$ cat src/rtl/instr_encoder_loader_pkg.sv
// Shared opcode/function constants, instruction format and loader state encodings
// for the instruction encoder/loader and its packer.
package instr_encoder_loader_pkg;

    localparam logic [5:0] OP_RTYPE = 6'b000000;
    localparam logic [5:0] OP_J     = 6'b000010;
    localparam logic [5:0] OP_JAL   = 6'b000011;
    localparam logic [5:0] OP_BEQ   = 6'b000100;
    localparam logic [5:0] OP_BNE   = 6'b000101;
    localparam logic [5:0] OP_ADDI  = 6'b001000;
    localparam logic [5:0] OP_ADDIU = 6'b001001;
    localparam logic [5:0] OP_SLTI  = 6'b001010;
    localparam logic [5:0] OP_SLTIU = 6'b001011;
    localparam logic [5:0] OP_ANDI  = 6'b001100;
    localparam logic [5:0] OP_ORI   = 6'b001101;
    localparam logic [5:0] OP_XORI  = 6'b001110;
    localparam logic [5:0] OP_LUI   = 6'b001111;
    localparam logic [5:0] OP_MUL   = 6'b011100;
    localparam logic [5:0] OP_LW    = 6'b100011;
    localparam logic [5:0] OP_SW    = 6'b101011;

    localparam logic [5:0] FUNC_SLL  = 6'b000000;
    localparam logic [5:0] FUNC_MUL  = 6'b000010;
    localparam logic [5:0] FUNC_SRL  = 6'b000010;
    localparam logic [5:0] FUNC_SRA  = 6'b000011;
    localparam logic [5:0] FUNC_SLLV = 6'b000100;
    localparam logic [5:0] FUNC_SRLV = 6'b000110;
    localparam logic [5:0] FUNC_SRAV = 6'b000111;
    localparam logic [5:0] FUNC_JR   = 6'b001000;
    localparam logic [5:0] FUNC_ADD  = 6'b100000;
    localparam logic [5:0] FUNC_ADDU = 6'b100001;
    localparam logic [5:0] FUNC_SUB  = 6'b100010;
    localparam logic [5:0] FUNC_SUBU = 6'b100011;
    localparam logic [5:0] FUNC_AND  = 6'b100100;
    localparam logic [5:0] FUNC_OR   = 6'b100101;
    localparam logic [5:0] FUNC_XOR  = 6'b100110;
    localparam logic [5:0] FUNC_NOR  = 6'b100111;
    localparam logic [5:0] FUNC_SLT  = 6'b101010;
    localparam logic [5:0] FUNC_SLTU = 6'b101011;

    typedef enum logic [1:0] {FMT_R, FMT_I, FMT_J} fmt_t;

    // INIT is the one-cycle post-reset state in which the loader is not yet ready.
    typedef enum logic [2:0] {INIT, ACCEPT, WRITE, FILL, DONE} state_t;

endpackage

$ cat src/rtl/instr_encoder_loader_packer.sv
// Combinational packer: selects the R/I/J format from op/func, packs the fields
// into a 32-bit MIPS word and flags whether the op/func pair is supported.
module instr_packer
    import instr_encoder_loader_pkg::*;
(
    input  logic [5:0]  op,
    input  logic [5:0]  func,
    input  logic [4:0]  rs,
    input  logic [4:0]  rt,
    input  logic [4:0]  rd,
    input  logic [4:0]  shamt,
    input  logic [15:0] imm,
    input  logic [25:0] target,
    output logic [31:0] word,
    output logic        legal
);

    fmt_t fmt;

    // mul lives under its own opcode but uses the R layout.
    always_comb begin
        fmt = FMT_I;
        if (op == OP_RTYPE || (op == OP_MUL && func == FUNC_MUL)) begin
            fmt = FMT_R;
        end else if (op == OP_J || op == OP_JAL) begin
            fmt = FMT_J;
        end
    end

    always_comb begin
        legal = 1'b0;
        case (op)
            OP_RTYPE: begin
                case (func)
                    FUNC_ADD, FUNC_ADDU, FUNC_SUB, FUNC_SUBU,
                    FUNC_AND, FUNC_OR, FUNC_XOR, FUNC_NOR,
                    FUNC_SLT, FUNC_SLTU, FUNC_SLL, FUNC_SRL,
                    FUNC_SRA, FUNC_SLLV, FUNC_SRLV, FUNC_SRAV,
                    FUNC_JR: legal = 1'b1;
                    default: legal = 1'b0;
                endcase
            end
            OP_MUL: legal = (func == FUNC_MUL);
            OP_J, OP_JAL,
            OP_ADDI, OP_ADDIU, OP_ANDI, OP_ORI, OP_XORI, OP_LUI,
            OP_LW, OP_SW, OP_BEQ, OP_BNE, OP_SLTI, OP_SLTIU: legal = 1'b1;
            default: legal = 1'b0;
        endcase
    end

    always_comb begin
        word = '0;
        case (fmt)
            FMT_R:   word = {op, rs, rt, rd, shamt, func};
            FMT_J:   word = {op, target};
            default: word = {op, rs, rt, imm};
        endcase
    end

endmodule

$ cat src/rtl/instr_encoder_loader.sv
// Instruction encoder/loader: accepts field beats, packs them and writes IMEM
// sequentially while holding the CPU. Optional LOADER_ZERO_FILL_EN pads IMEM with nops.
module instr_encoder_loader
    import instr_encoder_loader_pkg::*;
#(
    parameter int ADDR_W = 8,
    parameter int DEPTH  = 256
) (
    input  logic              clk,
    input  logic              rst,
    input  logic              in_valid,
    output logic              in_ready,
    input  logic [5:0]        in_op,
    input  logic [5:0]        in_func,
    input  logic [4:0]        in_rs,
    input  logic [4:0]        in_rt,
    input  logic [4:0]        in_rd,
    input  logic [4:0]        in_shamt,
    input  logic [15:0]       in_imm,
    input  logic [25:0]       in_target,
    input  logic              in_last,
    output logic              imem_we,
    output logic [ADDR_W-1:0] imem_addr,
    output logic [31:0]       imem_wdata,
    output logic              cpu_hold,
    output logic              done,
    output logic              err_illegal,
    output logic [ADDR_W:0]   count
);

    localparam logic [ADDR_W:0] DEPTH_C = (ADDR_W + 1)'(DEPTH);

    state_t            state, state_next, tail_state;
    logic [ADDR_W-1:0] ptr;
    logic [31:0]       word_r;
    logic              last_r;
    logic [31:0]       pk_word;
    logic              pk_legal;
    logic [ADDR_W:0]   count_inc;

    instr_packer u_packer (
        .op     (in_op),
        .func   (in_func),
        .rs     (in_rs),
        .rt     (in_rt),
        .rd     (in_rd),
        .shamt  (in_shamt),
        .imm    (in_imm),
        .target (in_target),
        .word   (pk_word),
        .legal  (pk_legal)
    );

    // Where a finished (but not full) program goes next.
`ifdef LOADER_ZERO_FILL_EN
    assign tail_state = FILL;
`else
    assign tail_state = DONE;
`endif

    assign count_inc = count + 1'b1;
    assign imem_addr = ptr;

    always_comb begin
        state_next = state;
        in_ready   = 1'b0;
        imem_we    = 1'b0;
        imem_wdata = '0;
        cpu_hold   = 1'b1;
        done       = 1'b0;
        case (state)
            INIT: state_next = ACCEPT;
            ACCEPT: begin
                in_ready = 1'b1;
                if (in_valid) begin
                    if (pk_legal) begin
                        state_next = WRITE;
                    end else if (in_last) begin
                        state_next = tail_state;
                    end
                end
            end
            WRITE: begin
                imem_we    = 1'b1;
                imem_wdata = word_r;
                if (count_inc == DEPTH_C) begin
                    state_next = DONE;
                end else if (last_r) begin
                    state_next = tail_state;
                end else begin
                    state_next = ACCEPT;
                end
            end
            FILL: begin
                imem_we = 1'b1;
                if (count_inc == DEPTH_C) begin
                    state_next = DONE;
                end
            end
            DONE: begin
                done     = 1'b1;
                cpu_hold = 1'b0;
            end
            default: state_next = INIT;
        endcase
    end

    // Illegal beats only raise the sticky flag; the pointer moves on writes alone.
    always_ff @(posedge clk) begin
        if (rst) begin
            state       <= INIT;
            ptr         <= '0;
            count       <= '0;
            word_r      <= '0;
            last_r      <= 1'b0;
            err_illegal <= 1'b0;
        end else begin
            state <= state_next;
            if (state == ACCEPT && in_valid) begin
                if (pk_legal) begin
                    word_r <= pk_word;
                    last_r <= in_last;
                end else begin
                    err_illegal <= 1'b1;
                end
            end
            if (imem_we) begin
                ptr   <= ptr + 1'b1;
                count <= count_inc;
            end
        end
    end

endmodule
$ cat config.mk
export PLATFORM = sky130hd
export DESIGN_NAME = instr_encoder_loader
export DESIGN_NICKNAME = d
export VERILOG_FILES = /design/src/rtl/instr_encoder_loader_pkg.sv /design/src/rtl/instr_encoder_loader_packer.sv /design/src/rtl/instr_encoder_loader.sv
export SDC_FILE = /design/constraint.sdc
export NUM_CORES = 1
export LEC_CHECK = 0
export ABC_AREA = 1
export CAP_MARGIN = 20
export CELL_PAD_IN_SITES_DETAIL_PLACEMENT = 1
export CELL_PAD_IN_SITES_GLOBAL_PLACEMENT = 2
export CORE_UTILIZATION = 23
export CTS_CLUSTER_SIZE = 40
export DETAILED_ROUTE_END_ITERATION = 6
export PLACE_DENSITY_LB_ADDON = 0.1
export SLEW_MARGIN = 20
export SYNTH_ARGS = -nofsm -noshare
export SYNTH_HDL_FRONTEND = slang
export SYNTH_SLANG_ARGS = --single-unit
$ cat constraint.sdc
create_clock -name clk -period 2.4 [get_ports clk]
set_input_delay 0.48 -clock clk [delete_from_list [all_inputs] [get_ports clk]]
set_output_delay 0.48 -clock clk [all_outputs]
set_load 0.02 [all_outputs]
==> flow_summary.json, run 1 <==
{
  "core_region_area_um2": 12700,
  "ys_async_sr_fraction": 0,
  "cp_data_required_time_ps": 1920,
  "initial_core_utilization": 0.239,
  "dominantRegCellSynth": "sky130_fd_sc_hd__dfxtp_1",
  "met3WireLength_um": 688,
  "drt_drc": 0,
  "power_leakage_uw": 0.00202,
  "fillers": 1667,
  "number_of_enable_type_register_cells_in_the_synthesized_netlist": 0,
  "ys_types": 34,
  "setup_total_negative_slack_ps": 0,
  "yosysWarningCount": 0,
  "grt_setup_unrepaired": "false",
  "worst_hold_margin_ps": 458,
  "postCtsSetupBuffers": 0,
  "dpl_hpwl_mm": 7.87,
  "clock_sinks": 54,
  "vertical_extent_of_the_die_um": 117,
  "tightestPinTransition_ps": 439,
  "chipWidth_um": 117,
  "worstPathArrival_ps": 1740,
  "timing.critical_path.slowest_cell_delay_ps": 350,
  "synthesis.instances": 474,
  "worstSetupStartpointType": "flop",
  "cp_max_fo": 32,
  "routabilityCongestion": 0.755,
  "drv_cap": 0,
  "num_io_pins": 132,
  "wl_per_cell_um": 13.1,
  "holdBufCountCts": 0,
  "synth_sequential_area_ratio": 0.356,
  "tritoncts_clock_tree": "built",
  "grtUsageTotal": 0.158,
  "path_clk_slew_ps": 80,
  "routed-wl-met2_mm": 5.07,
  "synth_largest_type_area_fraction": 0.356,
  "cts_buffers": 5,
  "critical_path.slowest_cell": "sky130_fd_sc_hd__dlygate4sd2_1",
  "drt_total_wl_mm": 10.2,
  "clock_tree.htree_level_count": 2,
  "met1_length_mm": 4.34,
  "power_density_nw_per_um2": 506,
  "max-vdd-ir-drop_mv": 0.305,
  "number_of_global_route_vias_before_repair": 3436,
  "max_clock_freq_mhz": 450,
  "drt-initial-drc-count": 113,
  "finish.net_count": 686,
  "grt_start_max_net_pins": 43,
  "ys_top_cells_by_count": "sky130_fd_sc_hd__nand2_1 (108), sky130_fd_sc_hd__inv_1 (68), sky130_fd_sc_hd__a21oi_1 (62), sky130_fd_sc_hd__nor2_1 (57), sky130_fd_sc_hd__dfxtp_1 (54)",
  "fp-row-count": 41,
  "postSynthRegisterBits": 54,
  "clock_tree.buffer_depth": 2,
  "top_layer": "met4",
  "timing.hold.worst.class": "reg2reg",
  "clock-skew-final_ps": 7.63,
  "timing.final.setup_violations": 0,
  "dr_total_vias": 3394,
  "clockRootBuffer": "sky130_fd_sc_hd__clkbuf_16",
  "timing.critical_path.max_delay_family": "buffers and inverters",
  "timing.final.max_slew_violations": 0,
  "min_period_over_period": 0.926,
  "synthMostInstantiatedCell": "sky130_fd_sc_hd__nand2_1",
  "synth_nets": 554,
  "grt_first_pass_wirelength_mm": 16.6,
  "worstSetupPathType": "reg2out",
  "layout-drive-gt1-share": 0.0741,
  "grt.overflow.total": 0,
  "cp_num_buf_inv": 4,
  "drt_pre_antenna_iters": 4,
  "layout-area-overhead-vs-synth_pct": 55.2,
  "grt_antenna_before_repair": 0,
  "insertedDiodeCount": 0,
  "detail-route-antenna-nets": 0,
  "clk_latency_ps": 300,
  "cp_cell_sequence": "inv_1 > nand2_1 > nor2_1 > inv_1 > buf_12 > nor2_1 > dlygate4sd2_1",
  "placement.io_buffers": 131,
  "netlist_top_cells_area": "sky130_fd_sc_hd__dfxtp_1 (36%), sky130_fd_sc_hd__nand2_1 (13%), sky130_fd_sc_hd__a21oi_1 (10%), sky130_fd_sc_hd__inv_1 (8.4%), sky130_fd_sc_hd__nor2_1 (7.0%)",
  "setup.worst_path.end_class": "output pin",
  "synth.largest_area_cell": "sky130_fd_sc_hd__dfxtp_1",
  "dieArea_um2": 13700,
  "route.detailed.vias_per_inst": 4.36,
  "finalHoldViolations": 0,
  "run_status": "completed",
  "min_period_ps": 2220,
  "worst_relative_slew_slack": 0.708,
  "synth.avg_cell_area_um2": 6.41,
  "synthesis.area_um2": 3040
}
-- power breakdown --
group | leakage [µW] | switching (µW) | total (µW) | internal [µW]
Clock | 0.0000836 | 344 | 834 | 490
Combinational | 0.00150 | 278 | 548 | 270
Sequential | 0.000437 | 40.5 | 1000 | 961
Total | 0.00202 | 663 | 2380 | 1720
-- through the flow --
step           worst slack, ps  total power, µW  std cells  utilization  cell area, µm²
3_5_place_dp              2.07             1580        771        0.360            4580
6_report                   177             2380        779        0.370            4710
4_1_cts                   99.8             2420        779        0.370            4710
3_3_place_gp              98.9             1560        771        0.360            4580
5_1_grt                   39.5             2510        779        0.370            4710
2_1_floorplan              629             1300        474            -            3040
-- layout by cell type, fill, tap and decap left out, drive strengths merged, types with 2 or more instances in the layout --
cell type      instances
nand2                110
clkdlybuf4s50         99
inv                   71
nor2                  64
a21oi                 62
dfxtp                 54
o21ai                 50
dlygate4sd2           32
nand3                 16
buf                   15
nor3                   9
clkbuf                 5
clkinv                 3
a211oi                 2
and3                   2
o21a                   2
ha                     2
-- area by class of cell --
type / instances / area (µm²) / share of cell area
inverter: 72 / 270 / 0.0573
timing repair buffer: 146 / 1420 / 0.302
sequential: 54 / 1080 / 0.229
clock inverter: 3 / 40.0 / 0.00849
clock buffer: 5 / 125 / 0.0265
tap: 172 / 215 / 0.0457
multi-input combinational: 327 / 1560 / 0.331
-- state kept, by name (all words and copies together), names as in the netlist --
name         cells
state            3
err_illegal      1
last_r           1
imem_addr        8
count            9
word_r          32
-- repair_timing --
| action | CTS | global route |
|---|---|---|
| endpoints found under the setup margin | 32 | 1 |
| resized for setup | 32 | 1 |
| hold endpoints to repair | 0 | 0 |
| pin swaps | 0 | 0 |
-- worst paths after layout --
path,from,endpoint,slack (ps),depth (start not counted)
min,last_r,last_r,460,2
min reg2reg,last_r,last_r,460,2
max,state[0],imem_wdata[26],180,7
max reg2reg,count[1],state[2],570,13
-- worst min-delay path: stages, from the launching register on --
cell                      delay, ps
sky130_fd_sc_hd__dfxtp_1        300
sky130_fd_sc_hd__inv_1           60
sky130_fd_sc_hd__a21oi_1         50
-- metal layers --
| metal | vias to the layer above | global-route usage |
|---|---|---|
| met5 | - | 0 |
| li1 | 1758 | - |
| met3 | 5 | 0.0484 |
| met4 | 0 | 0.0380 |
| met1 | 1553 | 0.181 |
| met2 | 78 | 0.286 |
-- kinds of logic (layout without fill, tap and decap cells) --
kind of cell | after synthesis | after routing | share of synthesized area
AND/OR/NAND/NOR | 204 | 204 | 0.289
AO/OA/AOI/OAI | 119 | 119 | 0.209
buffers and inverters | 93 | 226 | 0.132
flip-flops | 54 | 54 | 0.356
adder cells (fa/ha/maj) | 2 | 2 | 0.00824
XOR/XNOR | 2 | 2 | 0.00577
Power figures use the tool's default switching activity.
==> run 2: changes to the inputs <==
--- a/config.mk
+++ b/config.mk
@@ -9,10 +9,11 @@
 export CAP_MARGIN = 20
 export CELL_PAD_IN_SITES_DETAIL_PLACEMENT = 1
 export CELL_PAD_IN_SITES_GLOBAL_PLACEMENT = 2
+export CORE_MARGIN = 2
 export CORE_UTILIZATION = 23
 export CTS_CLUSTER_SIZE = 40
 export DETAILED_ROUTE_END_ITERATION = 6
-export PLACE_DENSITY_LB_ADDON = 0.1
+export PLACE_DENSITY = 0.88
 export SLEW_MARGIN = 20
 export SYNTH_ARGS = -nofsm -noshare
 export SYNTH_HDL_FRONTEND = slang
==> flow_summary.json, run 2 (synthesis gave the netlist of run 1 again) <==
{
  "critical_path.slowest_cell": "sky130_fd_sc_hd__clkdlybuf4s50_1",
  "r2r_cells": 13,
  "cp_num_buf_inv": 3,
  "grt.overflow.total": 0,
  "layout-drive-gt1-share": 0.0694,
  "finalHoldViolations": 0,
  "drt-initial-drc-count": 102,
  "worst_hold_startpoint": "word_r[22]",
  "switching_power_uw": 651,
  "max-vdd-ir-drop_mv": 0.256,
  "core_utilization_of_the_finished_layout": 0.366,
  "core_region_area_um2": 12800,
  "final_design_area_no_fill_um2": 4670,
  "dieArea_um2": 14100,
  "max_clock_freq_mhz": 441,
  "finish.net_count": 684,
  "dr_total_vias": 3461,
  "power_density_nw_per_um2": 492,
  "timing.final.setup_violations": 0,
  "reg2reg_slack_ps": 600,
  "grtUsageTotal": 0.149,
  "grt_antenna_before_repair": 0,
  "mostFrequentLayoutCell": "sky130_fd_sc_hd__nand2_1",
  "timing.final.max_slew_violations": 0,
  "worst_hold_margin_ps": 455,
  "combinationalPowerShare": 0.241,
  "fp-row-count": 41,
  "drt_drc": 0,
  "vertical_extent_of_the_die_um": 119,
  "fillers": 1605,
  "route.detailed.vias_per_inst": 4.45,
  "drv_cap": 0,
  "holdBufCountCts": 0,
  "cp_max_fo": 10,
  "detail-route-antenna-nets": 0,
  "number_of_global_route_vias_before_repair": 3627,
  "timing.hold.worst.class": "reg2reg",
  "clkPwrFrac": 0.324,
  "tightestPinTransition_ps": 447,
  "place_area_um2": 4560,
  "insertedDiodeCount": 0,
  "timing.critical_path.max_delay_family": "buffers and inverters",
  "grt_first_pass_wirelength_mm": 17.3,
  "num_io_pins": 132,
  "cts_buffers": 5,
  "setup_total_negative_slack_ps": 0,
  "internal-power_uw": 1650,
  "cp_data_required_time_ps": 1920,
  "run_status": "completed",
  "layout-area-overhead-vs-synth_pct": 53.8,
  "grt_start_max_net_pins": 43,
  "crit-reg2reg-capture": "state[2]",
  "clock_tree.htree_level_count": 2,
  "placement.io_buffers": 131,
  "clock_sinks": 54,
  "cp_cell_sequence": "inv_1 > nand2_1 > clkinv_1 > clkdlybuf4s50_1",
  "routabilityCongestion": 0.818,
  "worstSetupPathType": "reg2out",
  "crit-reg2reg-launch": "count[1]",
  "wl_per_cell_um": 13.2,
  "min_period_over_period": 0.945,
  "tritoncts_clock_tree": "built",
  "clock-skew-final_ps": 5.27,
  "hold_path_endpoint": "word_r[22]",
  "worst_relative_slew_slack": 0.702,
  "worst_hold_path.num_cells": 2,
  "power_leakage_uw": 0.00199,
  "path_clk_slew_ps": 70,
  "largest-register": "word_r",
  "crit_start": "state[2]",
  "timing.critical_path.slowest_cell_delay_ps": 640,
  "worstPathArrival_ps": 1790,
  "worstSetupStartpointType": "flop",
  "initial_core_utilization": 0.238,
  "grt_setup_unrepaired": "false",
  "chipWidth_um": 119,
  "min_period_ps": 2270,
  "layout_common_cells": "sky130_fd_sc_hd__nand2_1 (108), sky130_fd_sc_hd__clkdlybuf4s50_1 (99), sky130_fd_sc_hd__inv_1 (68)",
  "drt_pre_antenna_iters": 4,
  "clockRootBuffer": "sky130_fd_sc_hd__clkbuf_16",
  "largest_reg_flops": 32,
  "clk_latency_ps": 290,
  "setup.worst_path.end_class": "output pin",
  "seqPwrFrac": 0.435,
  "netSwitchingFraction": 0.284,
  "clock_tree.buffer_depth": 2,
  "drt_total_wl_mm": 10.3,
  "dpl_hpwl_mm": 8.10
}
run 2: changes by cell type in the layout (fill, tap and decap cells not counted), sizes merged:
cell and delta:
buf -2, bufinv -1, clkbuf +2, clkdlybuf4s15 +1, clkinv -1, dlygate4sd2 -1
run 2: power by group through the flow:
stage / clock (µW) / combinational, µW / sequential, µW
after floorplan: 0 / 276 / 1030
after global placement: 0 / 542 / 1020
after detailed placement: 0 / 561 / 1020
after CTS: 777 / 562 / 999
after global routing: 807 / 623 / 1010
final: 745 / 553 / 999
run 2: area by class of cell:
class | instances | area [µm²] | share of cell area
Clock buffer | 7 | 143 | 0.0305
Clock inverter | 1 | 5.00 | 0.00107
Inverter | 72 | 270 | 0.0579
Multi-Input combinational cell | 327 | 1560 | 0.334
Sequential cell | 54 | 1080 | 0.232
Tap cell | 172 | 215 | 0.0461
Timing Repair Buffer | 144 | 1400 | 0.299
run 2: worst max-delay path by stage:
stage / slack, ps / end / cells after the start
6_report: 130 / imem_we / 4
2_1_floorplan: 630 / cpu_hold / 3
3_3_place_gp: 140 / word_r[4] / 11
4_1_cts: 120 / imem_we / 4
3_5_place_dp: 70 / word_r[12] / 11
5_1_grt: 2 / imem_wdata[2] / 7
run 2: metal layers:
| layer | wire length [µm] | track usage |
|---|---|---|
| met1 | 4360 | 0.168 |
| met2 | 5190 | 0.275 |
| met3 | 633 | 0.0436 |
| met4 | 72 | 0.0320 |
| met5 | 0 | 0 |
run 2: tightest hold or removal path, stage by stage, from the launching register on:
cell	delay, ps
sky130_fd_sc_hd__dfxtp_1	300
sky130_fd_sc_hd__inv_1	60
sky130_fd_sc_hd__a21oi_1	50
run 2: metrics by stage:
step | power (µW) | instances | setup slack (ps)
after floorplan | 1300 | 474 | 629
after global placement | 1560 | 769 | 137
after detailed placement | 1580 | 769 | 72.2
after CTS | 2340 | 777 | 124
after global routing | 2440 | 777 | 1.96
final | 2300 | 777 | 132
run 2: timing repair:
action                     in CTS  in global routing
gates resized for setup        32                  2
setup endpoints to repair      32                  1
buffers inserted                0                  0
